[config.mk]
export PLATFORM = sky130hd
export DESIGN_NAME = picobus_wishbone_bridge_gen2
export DESIGN_NICKNAME = d
export VERILOG_FILES = /design/src/rtl/picobus_wishbone_bridge_gen2.sv
export SDC_FILE = /design/constraint.sdc
export NUM_CORES = 1
export LEC_CHECK = 0
export BUFFER_PORTS_ARGS = -buffer_cell sky130_fd_sc_hd__buf_2
export CAP_MARGIN = 10
export CORE_MARGIN = 1
export CORE_UTILIZATION = 51
export CTS_CLUSTER_DIAMETER = 80
export DETAILED_ROUTE_END_ITERATION = 6
export GPL_TIMING_DRIVEN = 1
export HOLD_SLACK_MARGIN = 0.02
export PLACE_DENSITY = 0.84
export SLEW_MARGIN = 5
export SYNTH_ARGS = -nofsm -noshare
export SYNTH_HDL_FRONTEND = slang
export SYNTH_SLANG_ARGS = --single-unit
[constraint.sdc]
create_clock -name in_clock -period 4.5 [get_ports in_clock]
set_input_delay 0.675 -clock in_clock [delete_from_list [all_inputs] [get_ports in_clock]]
set_output_delay 0.675 -clock in_clock [all_outputs]
set_load 0.02 [all_outputs]
[src/rtl/picobus_wishbone_bridge_gen2.sv]
// PicoRV32 native bus to Wishbone B4 classic master bridge.
// Handles address decode, RTY with bounded retry, and a per-attempt response timeout.
module picobus_wishbone_bridge_gen2 #(
  parameter logic [31:0] DEC_BASE  = 32'h4500_0000,
  parameter logic [31:0] DEC_MASK  = 32'hFF00_0000,
  parameter int          WB_ADR_W  = 22,
  parameter int          TIMEOUT   = 255,
  parameter int          MAX_RETRY = 3
) (
  input  logic                in_clock,
  input  logic                in_reset_n,
  input  logic                in_pico_valid,
  input  logic [31:0]         in_pico_address,
  input  logic [3:0]          in_pico_wstrobe,
  input  logic [31:0]         in_pico_wdata,
  output logic                out_pico_ready,
  output logic                out_pico_error,
  output logic [31:0]         out_pico_rdata,
  output logic                out_wb_cyc,
  output logic                out_wb_stb,
  output logic                out_wb_we,
  output logic [WB_ADR_W-1:0] out_wb_adr,
  output logic [3:0]          out_wb_sel,
  output logic [31:0]         out_wb_wdat,
  input  logic                in_wb_ack,
  input  logic                in_wb_err,
  input  logic                in_wb_rty,
  input  logic [31:0]         in_wb_rdat,
  output logic                out_busy
);

  // A zero-width counter is illegal, so disabled features still get one bit.
  localparam int TMO_W = (TIMEOUT > 0) ? $clog2(TIMEOUT + 1) : 1;
  localparam int RTY_W = (MAX_RETRY > 0) ? $clog2(MAX_RETRY + 1) : 1;
  localparam logic [TMO_W-1:0] TMO_LAST = (TIMEOUT > 0) ? TMO_W'(TIMEOUT - 1) : '0;
  localparam logic [RTY_W-1:0] RTY_LAST = RTY_W'(MAX_RETRY);

  typedef enum logic [1:0] {S_IDLE, S_REQ, S_BACKOFF, S_RESP} state_e;

  state_e                state_q, state_d;
  logic                  cyc_q, cyc_d, stb_q, stb_d, we_q, we_d;
  logic [WB_ADR_W-1:0]   adr_q, adr_d;
  logic [3:0]            sel_q, sel_d;
  logic [31:0]           wdat_q, wdat_d, rdata_q, rdata_d;
  logic                  ready_q, ready_d, error_q, error_d, busy_q, busy_d;
  logic [TMO_W-1:0]      tmo_q, tmo_d;
  logic [RTY_W-1:0]      rty_q, rty_d;
  logic                  claim;

  assign claim = in_pico_valid && ((in_pico_address & DEC_MASK) == DEC_BASE);

  always_ff @(posedge in_clock or negedge in_reset_n) begin
    if (!in_reset_n) begin
      state_q <= S_IDLE;
      cyc_q   <= 1'b0;
      stb_q   <= 1'b0;
      we_q    <= 1'b0;
      adr_q   <= '0;
      sel_q   <= '0;
      wdat_q  <= '0;
      rdata_q <= '0;
      ready_q <= 1'b0;
      error_q <= 1'b0;
      busy_q  <= 1'b0;
      tmo_q   <= '0;
      rty_q   <= '0;
    end else begin
      state_q <= state_d;
      cyc_q   <= cyc_d;
      stb_q   <= stb_d;
      we_q    <= we_d;
      adr_q   <= adr_d;
      sel_q   <= sel_d;
      wdat_q  <= wdat_d;
      rdata_q <= rdata_d;
      ready_q <= ready_d;
      error_q <= error_d;
      busy_q  <= busy_d;
      tmo_q   <= tmo_d;
      rty_q   <= rty_d;
    end
  end

  always_comb begin
    state_d = state_q;
    cyc_d   = cyc_q;
    stb_d   = stb_q;
    we_d    = we_q;
    adr_d   = adr_q;
    sel_d   = sel_q;
    wdat_d  = wdat_q;
    rdata_d = rdata_q;
    ready_d = 1'b0;
    error_d = 1'b0;
    tmo_d   = tmo_q;
    rty_d   = rty_q;
    case (state_q)
      S_IDLE: begin
        if (claim) begin
          state_d = S_REQ;
          cyc_d   = 1'b1;
          stb_d   = 1'b1;
          we_d    = |in_pico_wstrobe;
          sel_d   = (|in_pico_wstrobe) ? in_pico_wstrobe : 4'hF;
          adr_d   = in_pico_address[WB_ADR_W+1:2];
          wdat_d  = in_pico_wdata;
          tmo_d   = '0;
          rty_d   = '0;
        end
      end
      S_REQ: begin
        // ack > err > rty > timeout; any real response beats a coincident timeout.
        if (in_wb_ack) begin
          state_d = S_RESP;
          cyc_d   = 1'b0;
          stb_d   = 1'b0;
          ready_d = 1'b1;
          if (!we_q) rdata_d = in_wb_rdat;
        end else if (in_wb_err) begin
          state_d = S_RESP;
          cyc_d   = 1'b0;
          stb_d   = 1'b0;
          ready_d = 1'b1;
          error_d = 1'b1;
          rdata_d = '0;
        end else if (in_wb_rty) begin
          cyc_d = 1'b0;
          stb_d = 1'b0;
          if (rty_q < RTY_LAST) begin
            state_d = S_BACKOFF;
            rty_d   = rty_q + 1'b1;
          end else begin
            state_d = S_RESP;
            ready_d = 1'b1;
            error_d = 1'b1;
            rdata_d = '0;
          end
        end else if ((TIMEOUT != 0) && (tmo_q == TMO_LAST)) begin
          state_d = S_RESP;
          cyc_d   = 1'b0;
          stb_d   = 1'b0;
          ready_d = 1'b1;
          error_d = 1'b1;
          rdata_d = '0;
        end else if (tmo_q != '1) begin
          tmo_d = tmo_q + 1'b1;
        end
      end
      S_BACKOFF: begin
        state_d = S_REQ;
        cyc_d   = 1'b1;
        stb_d   = 1'b1;
        tmo_d   = '0;
      end
      S_RESP: begin
        state_d = S_IDLE;
        tmo_d   = '0;
        rty_d   = '0;
      end
      default: state_d = S_IDLE;
    endcase
    busy_d = (state_d != S_IDLE);
  end

  assign out_pico_ready = ready_q;
  assign out_pico_error = error_q;
  assign out_pico_rdata = rdata_q;
  assign out_wb_cyc     = cyc_q;
  assign out_wb_stb     = stb_q;
  assign out_wb_we      = we_q;
  assign out_wb_adr     = adr_q;
  assign out_wb_sel     = sel_q;
  assign out_wb_wdat    = wdat_q;
  assign out_busy       = busy_q;

endmodule

# Word-level counts from Yosys, hierarchy flattened
# Cells that the tools add are included.
[totals]
rom_bits = 0
mem_count = 0
latch_bits = 0
ramBits = 0
ff_bits = 107
input_bits = 106
out_inout_bits = 96
[op_classes]
add_sub_neg = 2
n_reduce_logical = 13
shifts = 0
magnitude_cmp = 1
mux = 41
bitwise = 0
n_eq_ne = 17
n_div = 0
multipliers = 0
[op_table]
columns = ["cell", "count"]
rows = [
  ["$mux W32", 6],
  ["$mux W8", 6],
  ["$pmux W8 S3", 1],
  ["$mux W2", 10],
  ["$ne A2 B2 Y1 const B", 9],
  ["$mux W1", 14],
  ["$reduce_and A6 Y1", 2],
  ["$add A8 B1 Y8 const B", 1],
  ["$eq A8 B7 Y1 const B", 1],
  ["$eq A8 B8 Y1 const B", 1],
  ["$ne A8 B8 Y1 const B", 1],
  ["$pmux W2 S4", 1],
  ["$pmux W2 S3", 1],
  ["$reduce_bool A3 Y1", 2],
  ["$ne A5 B5 Y1 const B", 1],
  ["$eq A2 B2 Y1 const B", 2],
  ["$mux W4", 1],
  ["$ne A4 B4 Y1 const B", 1],
  ["$reduce_and A4 Y1", 1],
  ["$reduce_bool A4 Y1", 1],
  ["$reduce_or A4 Y1", 1],
  ["$pmux W1 S3", 1],
  ["$reduce_and A3 Y1", 1],
  ["$add A2 B1 Y2 const B", 1],
  ["other kinds (7)", 7],
]

# Longest topological paths before layout
[logic_depth]
depth_word = 7
depth_mapped = 7

# Worst setup path before layout
# No wires, ideal clock.
[synth_path]
path_kind = "input to register"
start = "input in_pico_address[29]"
end = "register adr_q[0] (netlist: out_wb_adr[0])"
setup_ps = 125
path_buffers = 2
arrival_time_ps = 1853
path_slack_ps = 2522
path_stages = 5
cell_sequence = "nor4b_1 > nand4bb_1 > buf_4 > buf_6 > mux2_4"
[synth_between]
elab_chain_cells = 3
[synth_lines]
columns = ["item", "line_no", "text"]
rows = [
  ["start, declared", "13", "input logic [31:0] in_pico_address,"],
  ["$eq A8 B7 Y1", "50", "assign claim = in_pico_valid && ((in_pico_address & DEC_MASK) == DEC_BASE);"],
  ["$logic_and A1 B1 Y1", "50", ""],
  ["$reduce_and A2 Y1 (no source line)", "-", ""],
  ["end signal, assigned", "72", "adr_q <= adr_d;"],
  ["end, declared", "42", "logic [WB_ADR_W-1:0] adr_q, adr_d;"],
]
# No other way between the ends.
# A chain may end at the register's enable or synchronous reset.

# Final worst setup path
[layout_path]
start = "register state_q[0]"
end = "register wdat_q[14] (netlist: out_wb_wdat[14])"
[layout_between]
elab_chain_cells = 2
[layout_lines]
columns = ["item", "line_no", "text"]
rows = [
  ["start, declared", "40", "state_e state_q, state_d;"],
  ["start signal, assigned", "68", "state_q <= state_d;"],
  ["$logic_not A2 Y1", "97", "case (state_q)"],
  ["$reduce_and A2 Y1 (no source line)", "-", ""],
  ["end signal, assigned", "74", "wdat_q <= wdat_d;"],
  ["end, declared", "44", "logic [31:0] wdat_q, wdat_d, rdata_q, rdata_d;"],
]
# No other way between the ends.

==> results.md <==
- The total negative slack is 0 ps.
- The initial utilization of the core area, before any placement, comes to 53.7%.
- The clock skew is 21.7 ps.
- The final cell area excluding filler cells is 5700 um2.
- Ranked by total cell area, the synthesized netlist is headed by dfrtp_1 60%, mux2_4 17%, a22o_1 6.3%, buf_6 1.5%, nor2_1 1.1%.
- After filler insertion, the fill cell instance count of the layout stands at 602.
- The flip-flop and latch count after synthesis is 107.
- The number of cells on the worst reg-to-reg path is 4.
- The largest stage delay on the critical path is 670 ps.
- The area fraction in and, or, nand and nor cells after synthesis is 6.91%.
- The core region is 8340 um2.
- For the pin with the worst max-slew slack, the measured transition is 1200 ps.
- The cell area that synthesis handed to floorplanning was 4480 um2.
- The synthesized-area fraction occupied by ao, oa, aoi and oai cells is 10.3%.
- In this run the tightest slew margin relative to its limit is 20.1%.
- The overflow left after global routing is 0.
- The sum of internal, switching and leakage power is 2.56 mW.
- STA puts the critical path data arrival time at 2590 ps.
- For this run, the register share of the synthesized area comes to 59.8%.
- The achievable frequency is 425 MHz.
- The number of global-route vias before repair is 3008.
- The horizontal extent of the die is 95.7 um.
- The critical path goes through nor4b_1 -> nand4bb_4 -> buf_4 -> mux2_4.
- The later-pin clock latency in the skew report is 360 ps.
- The average instance in the mapped netlist occupies 14.8 um2.
- The post-layout worst setup margin is 2150 ps.
- The number of DRC markers after the initial detailed-route iteration is 87.
- STA classifies the critical path endpoint as a register.
- The H-tree was split into 3 levels.
- The maximum clock path buffer count is 2.
- The global-route total usage across every layer is 20.6%.
- The initial antenna violation count came to 0.
- For flop-to-flop paths, the worst setup slack is 2150 ps.
- When the netlist entered floorplanning its net count stood at 412.
- The share of cells above drive strength 1 is 54.5%.
- The source of the worst register-to-register timing path is state_q[0]$_DFF_PN0_.
- The number of warnings issued by yosys is 0.
- The number of gates resized after cts is 0.
- The post-detailed-placement half-perimeter wirelength is 7.10 mm.
- Across the VDD grid, the largest voltage drop is 0.163 mV.
- The first global-routing pass estimated 14.3 mm of wire.
- Along the worst path, the maximum fanout reaches 64.
- The number of remaining DRC errors is 0.
- In this run, post-CTS hold repair placed 0 buffers.
- STA puts the critical path data required time at 4730 ps.
- The number of nets in the final layout is 607.
- The count of final hold-check violations is 0.
- In this run the power density over the cells is 450 nW/um2.
- The number of standard-cell rows in the floorplan is 33.
- In this run, synthesis inferred 0 flip-flops with an integrated enable.
- The kind of critical path is reg2reg.
- The total die area is 9150 um2.
- For this run, asynchronously set or reset flops after synthesis account for 100%.
- Dividing the detail-routed wire length by the instance count gives 15.7 um.
- The CTS tree is built.
- Summing all placed instances gives a cell area of 5520 um2.
- From bottom edge to top edge, the die measures 95.7 um.
- After Yosys synthesis, XOR and XNOR cells account for 1.17% of the synthesized area.
- The largest net degree at the start of global routing is 70.
- The share of the synthesized area in the top cell type is 59.8%.
- Setup repair after global routing left no endpoint under its margin.
- After synthesis, the most frequently instantiated cells are 107 x dfrtp_1, 50 x mux2_4, 32 x a22o_1.
- The clock drives 107 sinks.
- The detailed-route vias per instance is 5.14.
- The worst min-delay path class is in2async.
- The biggest area consumer among synthesized cells is dfrtp_1.
- The startpoint type of the worst setup path is a register.
- Measured against the total synthesized area, the mux share comes to 17.8%.
- The final period utilization is 52.3%.
- The register clock-pin slew on the reported worst setup and hold paths is 100 ps.
- The number of top-level design ports is 202.
- The number of max-capacitance violations reported is 0.
- The most used standard cell by instance count after synthesis is dfrtp_1.
- The number of routed nets with antenna violations is 0.
- The area overhead of the layout relative to synthesis is 27.3%.
- The antenna diode count is 0.
- The endpoint identified for the worst register-to-register timing path is out_wb_wdat[14]$_DFFE_PN0P_.
- The final count of pins violating max slew is 0.
- The slowest stage of the critical path belongs to the cell nor4b_1.
- Setup violations remaining at the end of the flow were counted as 0.
- At the end of routability-driven placement, the weighted congestion stood at 0.777.
- For the finished layout, the period the worst path requires is 2350 ps.
- The largest family of logic cells by synthesized area is multiplexers.
- The total CTS buffers is 9.
- After detailed routing, the total wire length is 9.53 mm.
- The most instantiated flip-flop cell in the synthesis netlist is dfrtp_1.
- The post-CTS setup buffer count is 0.
- The root buffer cell chosen for the clock tree is clkbuf_8.
- The run finished with clean final reports.
- The count of unique library cells instantiated by Yosys is 39.
- The count of vias placed by the detailed router is 3126.
- Of the total synthesized cell area, the portion taken by full adders, half adders and majority gates is 0.839%.
- The pre-antenna-repair detailed-routing pass consisted of 5 iterations.
- The analysis attributes to cell leakage a power of 3.28 nW.
- Buffers placed on the I/O ports in this run total 199.
- OpenSTA, run right after detailed placement, puts the worst setup slack at 1860 ps.
- The tightest hold path in the finished design has a slack of 397 ps.
- The synthesized instance count is 303.
area by class of cell:
class                      count  area [um2]  area share (%)
clock inverter                 5        37.5           0.659
clock buffer                  11         141            2.48
sequential                   107        2680            47.0
timing repair buffer         201        1010            17.8
tap                          105         131            2.31
multi-input combinational    174        1680            29.4
inverter                       5        18.8           0.329
critical path, delay by kind of cell, from the launching register on:
kind | cells | cell delay (ps)
simple gates | 2 | 810
mux | 1 | 430
buf+inv | 1 | 430
flops | 1 | 490
cells by family (layout without fill, tap and decap cells):
logic type	count (synthesis)	in the layout
buffers and inverters	22	222
AOI/OAI and AO/OA	59	59
DFF	107	107
adders and majority gates	3	3
muxes	54	54
and+or+nand+nor	52	52
xor gates and xnor gates	6	6
where the power goes:
part | leakage [nW] | internal (mW) | switching, mW
Clock | 0.0859 | 0.219 | 0.308
Combinational | 1.75 | 0.329 | 0.461
Sequential | 1.45 | 1.13 | 0.110
Total | 3.28 | 1.68 | 0.879
per-stage QoR:
| stage | utilization, % | instances |
|---|---|---|
| 6_report | 68.3 | 608 |
| 5_1_grt | 68.3 | 608 |
| 4_1_cts | 68.3 | 608 |
| 3_5_place_dp | 66.2 | 592 |
| 3_3_place_gp | 66.2 | 592 |
| 2_1_floorplan | - | 303 |
layout by cell type, fill, tap and decap left out, types with 7 or more instances in the layout:
cell type / Yosys / final
o21ai_0: 7 / 7
dfrtp_1: 107 / 107
clkbuf_8: 0 / 10
nor2_1: 13 / 13
nand2_1: 10 / 10
a22o_1: 32 / 32
buf_2: 7 / 198
mux2_4: 50 / 50
layer usage:
layer  GRT usage [%]  share of wire [%]
met5               0                  0
met4            8.08                1.6
met3            4.15                6.8
met2            34.9                 49
met1            26.0                 43
sequential cells by signal, indices dropped and copies added, names as in the netlist:
name / count
rty_q: 2
out_pico_rdata: 32
out_wb_adr: 22
out_wb_we: 1
out_wb_stb: 1
out_wb_sel: 4
tmo_q: 8
out_wb_wdat: 32
state_q: 2
out_pico_error: 1
out_pico_ready: 1
out_busy: 1
worst max path at each step:
stage                               startpoint                              to  slack (ps)  cells past startpoint
after floorplan            in_pico_address[29]       out_wb_adr[0]$_DFFE_PN0P_        2520                      5
after global placement     in_pico_address[29]     out_wb_wdat[17]$_DFFE_PN0P_        1920                      5
after detailed placement   in_pico_address[25]     out_wb_wdat[16]$_DFFE_PN0P_        1860                      5
after CTS                 rty_q[0]$_DFFE_PN0P_  out_pico_rdata[18]$_DFFE_PN0P_        2170                      5
after global routing      rty_q[0]$_DFFE_PN0P_   out_pico_rdata[5]$_DFFE_PN0P_        1970                      5
final                     state_q[0]$_DFF_PN0_     out_wb_wdat[14]$_DFFE_PN0P_        2150                      4
Note: power is estimated with default switching activity, not from simulation.
